$ cat config.mk
export PLATFORM = sky130hd
export DESIGN_NAME = mole_round_scheduler
export DESIGN_NICKNAME = d
export VERILOG_FILES = /design/src/rtl/whac_pkg.sv /design/src/rtl/ms_tick_gen.sv /design/src/rtl/mole_round_scheduler.sv
export SDC_FILE = /design/constraint.sdc
export NUM_CORES = 1
export LEC_CHECK = 0
export ABC_CLOCK_PERIOD_IN_PS = 5300
export BUFFER_PORTS_ARGS = -buffer_cell sky130_fd_sc_hd__buf_2
export CAP_MARGIN = 20
export CORE_MARGIN = 2
export CORE_UTILIZATION = 55
export CTS_CLUSTER_SIZE = 16
export DETAILED_ROUTE_END_ITERATION = 8
export PLACE_DENSITY = 0.77
export SLEW_MARGIN = 20
export SYNTH_ARGS = -nofsm -noshare
export SYNTH_HDL_FRONTEND = slang
export SYNTH_SLANG_ARGS = --single-unit
$ cat constraint.sdc
create_clock -name clk -period 5.3 [get_ports clk]
set_clock_uncertainty 0.15 [all_clocks]
set_input_delay 0.265 -clock clk [delete_from_list [all_inputs] [get_ports clk]]
set_output_delay 0.265 -clock clk [all_outputs]
set_load 0.05 [all_outputs]
$ cat src/rtl/whac_pkg.sv
// Shared definitions for the whac-a-mole round logic: round state encoding,
// default board/combo sizes and a popcount helper.
package whac_pkg;

  localparam int NUM_HOLES_DFLT = 18;
  localparam int COMBO_MAX_DFLT = 99;

  typedef enum logic [1:0] {
    IDLE = 2'd0,
    REQ  = 2'd1,
    UP   = 2'd2,
    GAP  = 2'd3
  } round_state_e;

  // Operates on a zero-extended 64-bit vector so any board up to 64 holes fits.
  function automatic int unsigned popcount(input logic [63:0] v);
    int unsigned n;
    n = 0;
    for (int i = 0; i < 64; i++) begin
      n += 32'(v[i]);
    end
    return n;
  endfunction

endpackage

$ cat src/rtl/ms_tick_gen.sv
// Millisecond prescaler: one-cycle tick every CLKS_PER_MS clocks, restartable
// with a synchronous clear so the next tick is a full period away.
module ms_tick_gen #(
  parameter int CLKS_PER_MS = 50000
) (
  input  logic clk,
  input  logic rst_n,
  input  logic clr,
  output logic tick
);

  localparam int CNT_W = (CLKS_PER_MS > 1) ? $clog2(CLKS_PER_MS) : 1;

  logic [CNT_W-1:0] cnt_q, cnt_d;

  // tick depends only on the counter, never on clr, so clr may be derived from tick.
  assign tick = (cnt_q == CNT_W'(CLKS_PER_MS - 1));

  always_comb begin
    cnt_d = cnt_q + CNT_W'(1);
    if (clr || tick) begin
      cnt_d = '0;
    end
  end

  always_ff @(posedge clk) begin
    if (!rst_n) begin
      cnt_q <= '0;
    end else begin
      cnt_q <= cnt_d;
    end
  end

endmodule

$ cat src/rtl/mole_round_scheduler.sv
// Round sequencer for the mole game: request pattern, adaptive mole-up window,
// whack detection, hit/miss/combo reporting. Optional macro: WHACK_PENALTY_EN.
module mole_round_scheduler
  import whac_pkg::*;
#(
  parameter int CLKS_PER_MS = 50000,
  parameter int NUM_HOLES   = NUM_HOLES_DFLT,
  parameter int UP_MS_START = 1000,
  parameter int UP_MS_MIN   = 300,
  parameter int UP_MS_STEP  = 50,
  parameter int GAP_MS      = 200,
  parameter int COMBO_MAX   = COMBO_MAX_DFLT
) (
  input  logic                               clk,
  input  logic                               rst_n,
  input  logic                               game_in_progress,
  input  logic [NUM_HOLES-1:0]               sw_in,
  input  logic [NUM_HOLES-1:0]               gen_positions,
  input  logic                               gen_valid,
  output logic                               gen_req,
  output logic [NUM_HOLES-1:0]               mole_leds,
  output logic                               mole_up_window,
  output logic                               hit_pulse,
  output logic [$clog2(NUM_HOLES+1)-1:0]     hit_num,
  output logic                               miss_pulse,
  output logic [$clog2(NUM_HOLES+1)-1:0]     miss_num,
  output logic [$clog2(COMBO_MAX+1)-1:0]     combo_count,
  output logic [$clog2(UP_MS_START+1)-1:0]   up_ms
`ifdef WHACK_PENALTY_EN
  ,
  output logic                               wrong_pulse
`endif
);

  localparam int HNW    = $clog2(NUM_HOLES + 1);
  localparam int CW     = $clog2(COMBO_MAX + 1);
  localparam int UPW    = $clog2(UP_MS_START + 1);
  localparam int MS_MAX = (UP_MS_START > GAP_MS) ? UP_MS_START : GAP_MS;
  localparam int MSW    = $clog2(MS_MAX + 1);

  round_state_e         state_q, state_d;
  logic [NUM_HOLES-1:0] mask_q, mask_d;
  logic [NUM_HOLES-1:0] sw_prev_q;
  logic [MSW-1:0]       ms_cnt_q, ms_cnt_d;
  logic [CW-1:0]        combo_q, combo_d;
  logic [UPW-1:0]       up_ms_q, up_ms_d;
  logic                 gen_req_q, gen_req_d;
  logic [NUM_HOLES-1:0] mole_leds_q, mole_leds_d;
  logic                 window_q, window_d;
  logic                 hit_q, hit_d;
  logic [HNW-1:0]       hit_num_q, hit_num_d;
  logic                 miss_q, miss_d;
  logic [HNW-1:0]       miss_num_q, miss_num_d;
`ifdef WHACK_PENALTY_EN
  logic                 wrong_q, wrong_d;
  logic [NUM_HOLES-1:0] wrong;
`endif

  logic [NUM_HOLES-1:0] rise, hits, remaining;
  logic                 tick, tick_clr;

  // Restart the millisecond base on every state entry so each window starts whole.
  assign tick_clr = (state_d != state_q);

  ms_tick_gen #(
    .CLKS_PER_MS(CLKS_PER_MS)
  ) u_ms_tick (
    .clk  (clk),
    .rst_n(rst_n),
    .clr  (tick_clr),
    .tick (tick)
  );

  always_comb begin
    state_d    = state_q;
    mask_d     = mask_q;
    ms_cnt_d   = ms_cnt_q;
    combo_d    = combo_q;
    up_ms_d    = up_ms_q;
    hit_d      = 1'b0;
    hit_num_d  = '0;
    miss_d     = 1'b0;
    miss_num_d = '0;
    rise       = sw_in & ~sw_prev_q;
    hits       = mask_q & rise;
    remaining  = mask_q & ~hits;
`ifdef WHACK_PENALTY_EN
    wrong_d    = 1'b0;
    wrong      = rise & ~mask_q;
`endif

    if (!game_in_progress) begin
      state_d  = IDLE;
      mask_d   = '0;
      ms_cnt_d = '0;
      combo_d  = '0;
      up_ms_d  = UPW'(UP_MS_START);
    end else begin
      unique case (state_q)
        IDLE: begin
          combo_d = '0;
          up_ms_d = UPW'(UP_MS_START);
          state_d = REQ;
        end
        REQ: begin
          if (gen_valid && (|gen_positions)) begin
            mask_d   = gen_positions;
            ms_cnt_d = MSW'(up_ms_q);
            state_d  = UP;
          end
        end
        UP: begin
          if (|hits) begin
            hit_d     = 1'b1;
            hit_num_d = HNW'(popcount(64'(hits)));
            mask_d    = remaining;
          end
          // A clearing hit wins over a coincident timeout.
          if (remaining == '0) begin
            state_d  = GAP;
            ms_cnt_d = MSW'(GAP_MS);
            combo_d  = (combo_q == CW'(COMBO_MAX)) ? combo_q : combo_q + CW'(1);
            up_ms_d  = (32'(up_ms_q) >= 32'(UP_MS_MIN + UP_MS_STEP)) ?
                       up_ms_q - UPW'(UP_MS_STEP) : UPW'(UP_MS_MIN);
          end else if (tick) begin
            if (ms_cnt_q == MSW'(1)) begin
              miss_d     = 1'b1;
              miss_num_d = HNW'(popcount(64'(remaining)));
              combo_d    = '0;
              mask_d     = '0;
              state_d    = GAP;
              ms_cnt_d   = MSW'(GAP_MS);
            end else begin
              ms_cnt_d = ms_cnt_q - MSW'(1);
            end
          end
`ifdef WHACK_PENALTY_EN
          if (|wrong) begin
            wrong_d = 1'b1;
            combo_d = '0;
          end
`endif
        end
        GAP: begin
          if (tick) begin
            if (ms_cnt_q <= MSW'(1)) begin
              state_d = REQ;
            end else begin
              ms_cnt_d = ms_cnt_q - MSW'(1);
            end
          end
        end
        default: state_d = IDLE;
      endcase
    end

    gen_req_d   = (state_d == REQ);
    window_d    = (state_d == UP);
    mole_leds_d = (state_d == UP) ? mask_d : '0;
  end

  always_ff @(posedge clk) begin
    if (!rst_n) begin
      state_q     <= IDLE;
      mask_q      <= '0;
      sw_prev_q   <= '0;
      ms_cnt_q    <= '0;
      combo_q     <= '0;
      up_ms_q     <= UPW'(UP_MS_START);
      gen_req_q   <= 1'b0;
      mole_leds_q <= '0;
      window_q    <= 1'b0;
      hit_q       <= 1'b0;
      hit_num_q   <= '0;
      miss_q      <= 1'b0;
      miss_num_q  <= '0;
`ifdef WHACK_PENALTY_EN
      wrong_q     <= 1'b0;
`endif
    end else begin
      state_q     <= state_d;
      mask_q      <= mask_d;
      sw_prev_q   <= sw_in;
      ms_cnt_q    <= ms_cnt_d;
      combo_q     <= combo_d;
      up_ms_q     <= up_ms_d;
      gen_req_q   <= gen_req_d;
      mole_leds_q <= mole_leds_d;
      window_q    <= window_d;
      hit_q       <= hit_d;
      hit_num_q   <= hit_num_d;
      miss_q      <= miss_d;
      miss_num_q  <= miss_num_d;
`ifdef WHACK_PENALTY_EN
      wrong_q     <= wrong_d;
`endif
    end
  end

  assign gen_req        = gen_req_q;
  assign mole_leds      = mole_leds_q;
  assign mole_up_window = window_q;
  assign hit_pulse      = hit_q;
  assign hit_num        = hit_num_q;
  assign miss_pulse     = miss_q;
  assign miss_num       = miss_num_q;
  assign combo_count    = combo_q;
  assign up_ms          = up_ms_q;
`ifdef WHACK_PENALTY_EN
  assign wrong_pulse    = wrong_q;
`endif

endmodule

; ---- Word level (Yosys, flattened, before mapping)
; Index checks and enable logic that the tools add are counted.
[op_classes]
eq_ne = 16
add_sub_neg = 38
n_mul = 0
bitwise_logic = 10
shift = 0
muxes = 32
n_div = 0
n_reduce_logical = 18
magnitude_cmp = 2
[ops]
columns = op, n
row1 = $add A5 B1 Y5, 26
row2 = $mux W18, 6
row3 = $mux W10, 8
row4 = $and A18 B18 Y18, 3
row5 = $not A18 Y18, 2
row6 = $pmux W18 S2, 1
row7 = $reduce_or A18 Y1, 2
row8 = $pmux W10 S3, 1
row9 = $mux W7, 4
row10 = $pmux W10 S2, 1
row11 = $logic_not A18 Y1, 1
row12 = $add A16 B1 Y16 const B, 1
row13 = $eq A16 B16 Y1 const B, 1
row14 = $mux W2, 7
row15 = $pmux W7 S2, 1
row16 = $add A4 B1 Y5, 2
row17 = $eq A10 B1 Y1 const B, 1
row18 = $ge A10 B9 Y1 const B, 1
row19 = $le A10 B1 Y1 const B, 1
row20 = $sub A10 B1 Y10 const B, 1
row21 = $sub A10 B6 Y10 const B, 1
row22 = $add A3 B1 Y4, 2
row23 = $pmux W2 S4, 1
row24 = $reduce_and A4 Y1, 2
row25 = other kinds (24), 39
[word_totals]
n_memories = 0
mem_bits_rw = 0
romBits = 0
latch_bits = 0
reg_bits = 113
inputBits = 40

; ---- Longest topological paths before layout
; Gate-level depths: netlist (run 1).
[logic_depth]
ltp_word = 22
mapped_depth = 18
ltp_nobuf = 18

; ---- Modules after synthesis
; Synthesis (run 1) repeated with hierarchy kept, for this count alone.
[hier_totals]
cells_unflattened = 691
area_unflattened_um2 = 6109.6
[by_module_without_submodules]
columns = module, area_per_inst_um2, instances, cells_each
row1 = mole_round_scheduler, 5396.4, 1, 611
row2 = ms_tick_gen, 713.2, 1, 80

; ---- Least setup slack after synthesis (run 1)
; Ideal clock, no wire load.
[synth_timing]
path_kind = register to register
startpoint = register sw_prev_q[1]
endpoint = register miss_num_q[4], in the netlist miss_num[4]
synth_period_minus_slack_ns = 4.318
stages_incl_launch_ff = 18
n_path_buf = 0
path_slack_ns = 0.982
arrival_time_ns = 4.095
path_cell_list = dfxtp_1 nand2b_1 and2_1 fa_1 inv_1 fa_1 inv_1 fa_1 inv_1 fa_1 inv_1 fa_1 ha_1 inv_1 fa_1 nor2b_1 o21ai_0 a21oi_1
[synth_between]
elab_chain_cells = 22
elab_cells_between_ends = 24
[synth_rtl]
columns = item, line
row1 = start: declaration, mole_round_scheduler.sv:43  ; logic [NUM_HOLES-1:0] sw_prev_q;
row2 = start signal: assignment, mole_round_scheduler.sv:183  ; sw_prev_q <= sw_in;
row3 = $not A18 Y18 *, mole_round_scheduler.sv:84  ; rise = sw_in & ~sw_prev_q;
row4 = $and A18 B18 Y18 *, mole_round_scheduler.sv:84
row5 = $and A18 B18 Y18 *, mole_round_scheduler.sv:85  ; hits = mask_q & rise;
row6 = $not A18 Y18 *, mole_round_scheduler.sv:86  ; remaining = mask_q & ~hits;
row7 = $and A18 B18 Y18 *, mole_round_scheduler.sv:86
row8 = $add A1 B1 Y2, whac_pkg.sv:20  ; n += 32'(v[i]);
row9 = $add A2 B1 Y3, whac_pkg.sv:20
row10 = $add A3 B1 Y4, whac_pkg.sv:20
row11 = $add A4 B1 Y5, whac_pkg.sv:20
row12 = $add A5 B1 Y5 (13 in a row), whac_pkg.sv:20
row13 = end signal: assignment, mole_round_scheduler.sv:193  ; miss_num_q <= miss_num_d;
row14 = end: declaration, mole_round_scheduler.sv:53  ; logic [HNW-1:0] miss_num_q, miss_num_d;
; Every way passes the cells marked *; elsewhere a longest branch is shown, timed or not.
; A chain may end at the register's enable or synchronous reset.

; ---- Worst setup path after layout (run 1)
[layout_timing]
startpoint = input port sw_in[0]
endpoint = register hit_num_q[4], in the netlist hit_num[4]
[layout_between]
elab_chain_cells = 19
elab_cells_between_ends = 21
[layout_rtl]
columns = item, line
row1 = start: declaration, mole_round_scheduler.sv:17  ; input logic [NUM_HOLES-1:0] sw_in,
row2 = $and A18 B18 Y18 *, mole_round_scheduler.sv:84
row3 = $and A18 B18 Y18 *, mole_round_scheduler.sv:85
row4 = $add A1 B1 Y2, whac_pkg.sv:20
row5 = $add A2 B1 Y3, whac_pkg.sv:20
row6 = $add A3 B1 Y4, whac_pkg.sv:20
row7 = $add A4 B1 Y5, whac_pkg.sv:20
row8 = $add A5 B1 Y5 (13 in a row), whac_pkg.sv:20
row9 = end signal: assignment, mole_round_scheduler.sv:191  ; hit_num_q <= hit_num_d;
row10 = end: declaration, mole_round_scheduler.sv:51  ; logic [HNW-1:0] hit_num_q, hit_num_d;
; Marks and branches as above.

==> flow_summary.html, run 1 <==
<table>
<tr><th>Metric</th><th>Value</th></tr>
<tr><th colspan="2">Status</th></tr>
<tr><td>Violated checks</td><td>design-rule violations</td></tr>
<tr><td>Run status</td><td>finished with violations</td></tr>
<tr><th colspan="2">Global routing</th></tr>
<tr><td>Overflow after GRT</td><td>0</td></tr>
<tr><td>Initial antenna violation count</td><td>0</td></tr>
<tr><td>Total GRT Usage</td><td>27.5%</td></tr>
<tr><td>Vias in the first global route</td><td>about 5700</td></tr>
<tr><td>Global-route wire length before repair</td><td>27800 um</td></tr>
<tr><td>Largest net degree at the start of global routing</td><td>38</td></tr>
<tr><th colspan="2">Clocking</th></tr>
<tr><td>Longest Clk Path Bufs</td><td>2</td></tr>
<tr><td>Clock Latency Late Sink</td><td>370 ps</td></tr>
<tr><td>Count of buffers added by post-CTS timing repair for setup</td><td>0</td></tr>
<tr><td>TritonCTS clock tree</td><td>yes</td></tr>
<tr><td># resized after CTS</td><td>0</td></tr>
<tr><td>Clock transition time at the flip-flop clock pins of the worst setup and hold paths</td><td>80 ps</td></tr>
<tr><td>Buffer cell driving the clock tree root</td><td>sky130_fd_sc_hd__clkbuf_16</td></tr>
<tr><td>Number of clock sinks seen by CTS</td><td>112</td></tr>
<tr><td>Total CTS buffers</td><td>9</td></tr>
<tr><td>Deepest level of the CTS H-tree</td><td>3</td></tr>
<tr><th colspan="2">Worst setup path</th></tr>
<tr><td>Most common cell type on the critical path</td><td>sky130_fd_sc_hd__fa_1</td></tr>
<tr><td>Data required, critical path</td><td>about 5500 ps</td></tr>
<tr><td>Cell class contributing the biggest share of worst-path delay</td><td>adder cells</td></tr>
<tr><td>Kind of start point of the critical path</td><td>primary input</td></tr>
<tr><td>Maximum fanout along the worst path</td><td>3</td></tr>
<tr><td>Max incr delay on CP</td><td>550 ps</td></tr>
<tr><td>Worst-path cell with the longest stage delay</td><td>sky130_fd_sc_hd__fa_1</td></tr>
<tr><td>Critical Setup Path Class</td><td>in -&gt; reg</td></tr>
<tr><td>CP Capture Type</td><td>register</td></tr>
<tr><td>Data arrival time of the worst path</td><td>4950 ps</td></tr>
<tr><td>Cell-by-cell trace of the critical path</td><td>dlygate4sd3_1, buf_2, nand2b_1, nor2_1, fa_1, inv_1, fa_1, fa_1, fa_1, inv_1, fa_1, ha_1, inv_1, fa_1, inv_1, a21oi_1, nor2_1, nor2_1, nor2_1</td></tr>
<tr><td>Count of buffering cells on the critical path with inverters included</td><td>6</td></tr>
<tr><th colspan="2">Finish</th></tr>
<tr><td># diodes</td><td>0</td></tr>
<tr><td>Nets</td><td>920</td></tr>
<tr><td>Layout overhead on the synthesized area</td><td>14.3%</td></tr>
<tr><td>Final std cells w/o fill</td><td>976</td></tr>
<tr><td>Ratio of cells with drive above 1 in the final layout</td><td>17.4%</td></tr>
<tr><td>Fill cell total of the finished layout</td><td>981</td></tr>
<tr><th colspan="2">STA</th></tr>
<tr><td>Fmax achieved</td><td>0.208 GHz</td></tr>
<tr><td>Measured slew at the worst slew-check pin</td><td>964 ps</td></tr>
<tr><td>Period utilization</td><td>90.6%</td></tr>
<tr><td>Worst-case setup margin in the final layout</td><td>499 ps</td></tr>
<tr><td>Final setup violating endpoints</td><td>0</td></tr>
<tr><td>Final count of hold timing violations</td><td>0</td></tr>
<tr><td>Setup repair after global routing missed its margin</td><td>false</td></tr>
<tr><td>Worst rel slew slack</td><td>a little over a third</td></tr>
<tr><td>Count of final max-slew check failures</td><td>0</td></tr>
<tr><td>Min Tclk post-route</td><td>4800 ps</td></tr>
<tr><td>Final worst hold slack</td><td>9.48 ps</td></tr>
<tr><td>Setup TNS</td><td>0 ps</td></tr>
<tr><th colspan="2">Drt</th></tr>
<tr><td>Drc violations</td><td>5</td></tr>
<tr><td>Total via count after detailed routing</td><td>5766</td></tr>
<tr><td>Iteration-0 DRC Markers</td><td>508</td></tr>
<tr><td>Total detailed-routing wirelength</td><td>17300 um</td></tr>
<tr><td>Drt via density</td><td>5.91</td></tr>
<tr><td>Total iterations of the first detailed-routing run</td><td>7</td></tr>
<tr><td>Remaining antenna violation count after routing</td><td>0</td></tr>
<tr><td>WL/cell</td><td>around 18 um</td></tr>
<tr><th colspan="2">Power and ir drop</th></tr>
<tr><td>Leak pwr</td><td>0.00326 uW</td></tr>
<tr><td>Worst IR drop on VDD</td><td>0.241 mV</td></tr>
<tr><td>Total power</td><td>about 1700 uW</td></tr>
<tr><td>Pwr/cell area</td><td>229 nW/um2</td></tr>
<tr><th colspan="2">Synth</th></tr>
<tr><td>Number of synthesized register bits</td><td>112</td></tr>
<tr><td>Synthesized net count</td><td>835</td></tr>
<tr><td>Ranking of synthesized cells by instance count</td><td>sky130_fd_sc_hd__dfxtp_1, sky130_fd_sc_hd__inv_1, sky130_fd_sc_hd__nor2_1</td></tr>
<tr><td>Warnings, synthesis</td><td>0</td></tr>
<tr><td>Post-Syn Area</td><td>6540 um2</td></tr>
<tr><td>Area share of the largest cell type after synthesis</td><td>34.3%</td></tr>
<tr><td>Share of flip-flops with an asynchronous set or reset</td><td>0%</td></tr>
<tr><td>Synth area leader</td><td>sky130_fd_sc_hd__dfxtp_1</td></tr>
<tr><td>Number of enable flip-flop cells after synthesis</td><td>0</td></tr>
<tr><td>Share of the yosys chip area belonging to registers</td><td>34.3%</td></tr>
<tr><td>Number of distinct standard cells referenced by the synthesized netlist</td><td>between 70 and 80</td></tr>
<tr><td>Primary flip-flop cell chosen by synthesis mapping</td><td>sky130_fd_sc_hd__dfxtp_1</td></tr>
<tr><td>Cells taking the most area after synthesis</td><td>sky130_fd_sc_hd__dfxtp_1, sky130_fd_sc_hd__fa_1, sky130_fd_sc_hd__ha_1</td></tr>
<tr><td>Most common cell in the netlist</td><td>sky130_fd_sc_hd__dfxtp_1</td></tr>
<tr><td>Average instance area after synthesis</td><td>8.80 um2</td></tr>
<tr><td>Post-Synthesis Cells</td><td>743</td></tr>
<tr><th colspan="2">Floorplan</th></tr>
<tr><td>Die width</td><td>roughly 110 um</td></tr>
<tr><td>Die Area</td><td>12800 um2</td></tr>
<tr><td>Placement Rows</td><td>39</td></tr>
<tr><td>Area of the core</td><td>~12000 um2</td></tr>
<tr><td>Height of the die</td><td>about 110 um</td></tr>
<tr><td>Initial core utilization</td><td>56.7%</td></tr>
<tr><td>Top Ports</td><td>89</td></tr>
<tr><th colspan="2">Worst hold path</th></tr>
<tr><td>HP Class</td><td>in -&gt; reg</td></tr>
<tr><th colspan="2">Placement</th></tr>
<tr><td>Routability congestion estimate from global placement</td><td>0.972</td></tr>
<tr><td>Placed Cells</td><td>949</td></tr>
<tr><td>Detailed placement HPWL</td><td>between 10000 and 15000 um</td></tr>
<tr><td>Placement-stage worst setup slack</td><td>709 ps</td></tr>
<tr><td>Count of port buffers added during placement</td><td>87</td></tr>
<tr><th colspan="2">Flow run</th></tr>
<tr><td>Max-cap check violation count</td><td>0</td></tr>
</table>
metrics by stage:
| stage | cell area (um2) | util, % |
|---|---|---|
| floorplan | 6540 | - |
| global placement | 7050 | 61.2 |
| CTS | 7460 | 64.8 |
| detailed placement | 7060 | 61.3 |
| global route | 7470 | 64.8 |
| finish | 7470 | 64.8 |
area by class of cell:
cell class	count	area, um2	share of cell area (%)
Tap cell	143	179	2.40
Clock buffer	9	225	3.02
Inverter	71	267	3.57
Sequential cell	112	2240	30.0
Clock inverter	7	66.3	0.888
Multi-Input combinational cell	534	3930	52.6
Timing Repair Buffer	100	561	7.51
kinds of logic after synthesis:
| family | after synthesis | share of synthesized area, % |
|---|---|---|
| AO/OA/AOI/OAI | 155 | 17.7 |
| XOR/XNOR | 22 | 2.95 |
| adder cells (fa/ha/maj) | 52 | 12.7 |
| buffers and inverters | 97 | 5.84 |
| flip-flops | 112 | 34.3 |
| multiplexers | 3 | 0.479 |
| other | 1 | 0.0574 |
| AND/OR/NAND/NOR | 301 | 26.0 |
path summary, 6_finish.rpt:
path,from,to,slack [ps],cells past startpoint
max,sw_in[0],hit_num[4]$_SDFF_PN0_,500,19
min,sw_in[10],sw_prev_q[10]$_SDFF_PN0_,9,2
max reg2reg,sw_prev_q[0]$_SDFF_PN0_,miss_num[4]$_SDFF_PP0_,690,18
min reg2reg,u_ms_tick.cnt_q[0]$_SDFF_PP0_,u_ms_tick.cnt_q[0]$_SDFF_PP0_,310,1
placed cells by master, fill, tap and decap left out, types with 6 or more instances in the layout:
cell / count
sky130_fd_sc_hd__a2111oi_2: 10
sky130_fd_sc_hd__a21oi_1: 25
sky130_fd_sc_hd__a22oi_1: 17
sky130_fd_sc_hd__a31oi_1: 9
sky130_fd_sc_hd__and2_1: 46
sky130_fd_sc_hd__and3b_1: 10
sky130_fd_sc_hd__buf_2: 87
sky130_fd_sc_hd__clkbuf_16: 9
sky130_fd_sc_hd__dfxtp_1: 112
sky130_fd_sc_hd__dlygate4sd3_1: 11
sky130_fd_sc_hd__fa_1: 24
sky130_fd_sc_hd__ha_1: 28
sky130_fd_sc_hd__inv_1: 71
sky130_fd_sc_hd__nand2_1: 58
sky130_fd_sc_hd__nand2b_1: 14
sky130_fd_sc_hd__nand3_1: 15
sky130_fd_sc_hd__nand4_1: 9
sky130_fd_sc_hd__nor2_1: 64
sky130_fd_sc_hd__nor2b_1: 22
sky130_fd_sc_hd__nor3_1: 9
sky130_fd_sc_hd__nor4_1: 6
sky130_fd_sc_hd__o21ai_0: 18
sky130_fd_sc_hd__o22ai_1: 18
sky130_fd_sc_hd__o31ai_1: 6
sky130_fd_sc_hd__or3_1: 9
sky130_fd_sc_hd__xnor2_1: 8
sky130_fd_sc_hd__xor2_1: 14
power breakdown:
group          switching, uW  internal, uW  leakage [uW]
combinational            101          61.8       0.00221
clock                    352           334      0.000145
sequential              8.80           854      0.000909
layer usage:
| layer | part of all wire [%] | GRT usage (%) | up-vias |
|---|---|---|---|
| met4 | 2.1 | 10.2 | 0 |
| li1 | - | - | 2750 |
| met3 | 7.1 | 6.59 | 27 |
| met5 | 0 | 0 | - |
| met1 | 42 | 34.7 | 2779 |
| met2 | 49 | 45.9 | 210 |
registers in the layout (all words and copies together), names as in the netlist:
register and count:
combo_count 7, gen_req 1, hit_num 5, hit_pulse 1, mask_q 18, miss_num 5
miss_pulse 1, mole_leds 18, mole_up_window 1, ms_cnt_q 10, state_q 2, sw_prev_q 18
u_ms_tick.cnt_q 16, up_ms 9
repair_timing:
action	CTS	global route
setup endpoints to repair	0	0
hold endpoints to repair	11	0
hold buffers	11	0
No activity file was read; power rests on OpenSTA's default activity.
==> inputs of run 2 (changes only) <==
--- a/config.mk
+++ b/config.mk
@@ -13,6 +13,7 @@
 export CTS_CLUSTER_SIZE = 16
 export DETAILED_ROUTE_END_ITERATION = 8
 export PLACE_DENSITY = 0.77
+export RECOVER_POWER = 50
 export SLEW_MARGIN = 20
 export SYNTH_ARGS = -nofsm -noshare
 export SYNTH_HDL_FRONTEND = slang
==> flow_summary.html, run 2 (same netlist as run 1, synthesis figures left out) <==
<table>
<tr><th>Metric</th><th>Value</th></tr>
<tr><th colspan="2">Finish</th></tr>
<tr><td>Fill cell total of the finished layout</td><td>1010</td></tr>
<tr><td>Nets</td><td>920</td></tr>
<tr><td>Ratio of cells with drive above 1 in the final layout</td><td>11.0%</td></tr>
<tr><td>Commonest cells after routing, fill and taps aside</td><td>sky130_fd_sc_hd__dfxtp_1, sky130_fd_sc_hd__inv_1, sky130_fd_sc_hd__nor2_1, sky130_fd_sc_hd__nand2_1, sky130_fd_sc_hd__clkbuf_1</td></tr>
<tr><td># diodes</td><td>0</td></tr>
<tr><td>Layout overhead on the synthesized area</td><td>13.1%</td></tr>
<tr><td>Commonest non-fill, non-tap cell in the layout</td><td>sky130_fd_sc_hd__dfxtp_1</td></tr>
<tr><td>Final instance area</td><td>about 7400 um2</td></tr>
<tr><td>Post-Route Utilization</td><td>64.2%</td></tr>
<tr><th colspan="2">Placement</th></tr>
<tr><td>Detailed placement HPWL</td><td>around 13000 um</td></tr>
<tr><td>Post-Place Cell Area</td><td>between 7000 and 8000 um2</td></tr>
<tr><td>Placement-stage worst setup slack</td><td>709 ps</td></tr>
<tr><td>Count of port buffers added during placement</td><td>87</td></tr>
<tr><td>Routability congestion estimate from global placement</td><td>0.972</td></tr>
<tr><th colspan="2">Clocking</th></tr>
<tr><td>TritonCTS clock tree</td><td>yes</td></tr>
<tr><td>Count of buffers added by post-CTS timing repair for setup</td><td>0</td></tr>
<tr><td>Total CTS buffers</td><td>9</td></tr>
<tr><td>Number of clock sinks seen by CTS</td><td>112</td></tr>
<tr><td>Clock transition time at the flip-flop clock pins of the worst setup and hold paths</td><td>70 ps</td></tr>
<tr><td>Deepest level of the CTS H-tree</td><td>3</td></tr>
<tr><td>Buffer cell driving the clock tree root</td><td>sky130_fd_sc_hd__clkbuf_16</td></tr>
<tr><td>Clock Latency Late Sink</td><td>~370 ps</td></tr>
<tr><td>Longest Clk Path Bufs</td><td>2</td></tr>
<tr><th colspan="2">Floorplan</th></tr>
<tr><td>Top Ports</td><td>89</td></tr>
<tr><td>Die width</td><td>113 um</td></tr>
<tr><td>Height of the die</td><td>~110 um</td></tr>
<tr><td>Area of the core</td><td>11500 um2</td></tr>
<tr><td>Die Area</td><td>approximately 13000 um2</td></tr>
<tr><td>Placement Rows</td><td>39</td></tr>
<tr><td>Initial core utilization</td><td>56.7%</td></tr>
<tr><th colspan="2">Drt</th></tr>
<tr><td>Iteration-0 DRC Markers</td><td>476</td></tr>
<tr><td>Drc violations</td><td>5</td></tr>
<tr><td>Total iterations of the first detailed-routing run</td><td>7</td></tr>
<tr><td>Total detailed-routing wirelength</td><td>approximately 17000 um</td></tr>
<tr><td>Total via count after detailed routing</td><td>5802</td></tr>
<tr><td>Remaining antenna violation count after routing</td><td>0</td></tr>
<tr><td>WL/cell</td><td>~18 um</td></tr>
<tr><td>Drt via density</td><td>5.94</td></tr>
<tr><th colspan="2">Global routing</th></tr>
<tr><td>Vias in the first global route</td><td>5680</td></tr>
<tr><td>Overflow after GRT</td><td>0</td></tr>
<tr><td>Total GRT Usage</td><td>27.5%</td></tr>
<tr><td>Global-route wire length before repair</td><td>27800 um</td></tr>
<tr><td>Initial antenna violation count</td><td>0</td></tr>
<tr><td>Largest net degree at the start of global routing</td><td>38</td></tr>
<tr><th colspan="2">Worst setup path</th></tr>
<tr><td>Most common cell type on the critical path</td><td>sky130_fd_sc_hd__fa_1</td></tr>
<tr><td>Cell class contributing the biggest share of worst-path delay</td><td>adder cells</td></tr>
<tr><td>Critical Setup Path Class</td><td>in -&gt; reg</td></tr>
<tr><td>Count of buffering cells on the critical path with inverters included</td><td>7</td></tr>
<tr><td>Cell-by-cell trace of the critical path</td><td>dlygate4sd3_1, buf_2, nor2b_1, nand2_1, inv_1, fa_1, inv_1, fa_1, fa_1, fa_1, inv_1, fa_1, ha_1, inv_1, fa_1, inv_1, a21oi_1, nor2_1, nor2_1, nor2_1</td></tr>
<tr><td>Maximum fanout along the worst path</td><td>3</td></tr>
<tr><td>Data arrival time of the worst path</td><td>between 4000 and 5000 ps</td></tr>
<tr><td>CP Capture Type</td><td>register</td></tr>
<tr><td>Data required, critical path</td><td>5450 ps</td></tr>
<tr><td>Worst-path cell with the longest stage delay</td><td>sky130_fd_sc_hd__dlygate4sd3_1</td></tr>
<tr><td>Max incr delay on CP</td><td>550 ps</td></tr>
<tr><td>Kind of start point of the critical path</td><td>primary input</td></tr>
<tr><th colspan="2">STA</th></tr>
<tr><td>Period utilization</td><td>90.1%</td></tr>
<tr><td>Worst rel slew slack</td><td>-6.98%</td></tr>
<tr><td>Measured slew at the worst slew-check pin</td><td>1600 ps</td></tr>
<tr><td>Fmax achieved</td><td>0.209 GHz</td></tr>
<tr><td>Min Tclk post-route</td><td>~4800 ps</td></tr>
<tr><td>Count of final max-slew check failures</td><td>38</td></tr>
<tr><td>Setup TNS</td><td>0 ps</td></tr>
<tr><td>Final count of hold timing violations</td><td>0</td></tr>
<tr><td>Worst-case setup margin in the final layout</td><td>between 500 and 600 ps</td></tr>
<tr><td>Setup repair after global routing missed its margin</td><td>false</td></tr>
<tr><td>Final setup violating endpoints</td><td>0</td></tr>
<tr><th colspan="2">Power and ir drop</th></tr>
<tr><td>Total power</td><td>1710 uW</td></tr>
<tr><td>Pwr/cell area</td><td>approximately 230 nW/um2</td></tr>
<tr><td>Worst IR drop on VDD</td><td>~0.24 mV</td></tr>
<tr><td>Leak pwr</td><td>0.00304 uW</td></tr>
<tr><th colspan="2">Worst hold path</th></tr>
<tr><td>HP Class</td><td>in -&gt; reg</td></tr>
<tr><th colspan="2">Flow run</th></tr>
<tr><td>Max-cap check violation count</td><td>1</td></tr>
<tr><th colspan="2">Status</th></tr>
<tr><td>Violated checks</td><td>design-rule violations, max-capacitance violations, max-slew violations</td></tr>
<tr><td>Run status</td><td>finished with violations</td></tr>
</table>
run 2: path summary, 6_finish.rpt:
| kind | slack [ps] | from | depth (start not counted) | to |
|---|---|---|---|---|
| max | 530 | sw_in[1] | 20 | hit_num[4]$_SDFF_PN0_ |
| min | 10 | sw_in[13] | 2 | sw_prev_q[13]$_SDFF_PN0_ |
| max reg2reg | 690 | sw_prev_q[0]$_SDFF_PN0_ | 18 | miss_num[4]$_SDFF_PP0_ |
| min reg2reg | 310 | u_ms_tick.cnt_q[0]$_SDFF_PP0_ | 1 | u_ms_tick.cnt_q[0]$_SDFF_PP0_ |
run 2: per-stage QoR:
step,instances,hold slack [ps]
after detailed placement,949,304
after floorplan,743,237
final,976,13.4
after global placement,949,281
after CTS,976,3.48
after global routing,976,8.08
run 2: area by class of cell:
class | instances | area [um2] | share of cell area (%)
clock buffer | 9 | 225 | 3.05
clock inverter | 7 | 66.3 | 0.897
inverter | 71 | 267 | 3.61
multi-input combinational | 534 | 3920 | 53.0
sequential | 112 | 2240 | 30.3
tap | 143 | 179 | 2.42
timing repair buffer | 100 | 498 | 6.74
run 2: report_power, final:
part	switching (uW)	internal [uW]	total [uW]
Clock	353	334	687
Combinational	100	60.8	161
Sequential	8.74	854	862
run 2: routing by layer:
layer  GRT usage [%]  up-vias  wire [um]
met3            6.59       37       1350
met2            45.9      238       8320
met1            34.7     2786       7170
li1                -     2741          -
met5               0        -          0
met4            10.2        0        447
run 2: repair_timing:
action / CTS / global route
endpoints found under the hold margin: 11 / 0
resized for setup: 0 / 0
hold buffers: 11 / 0
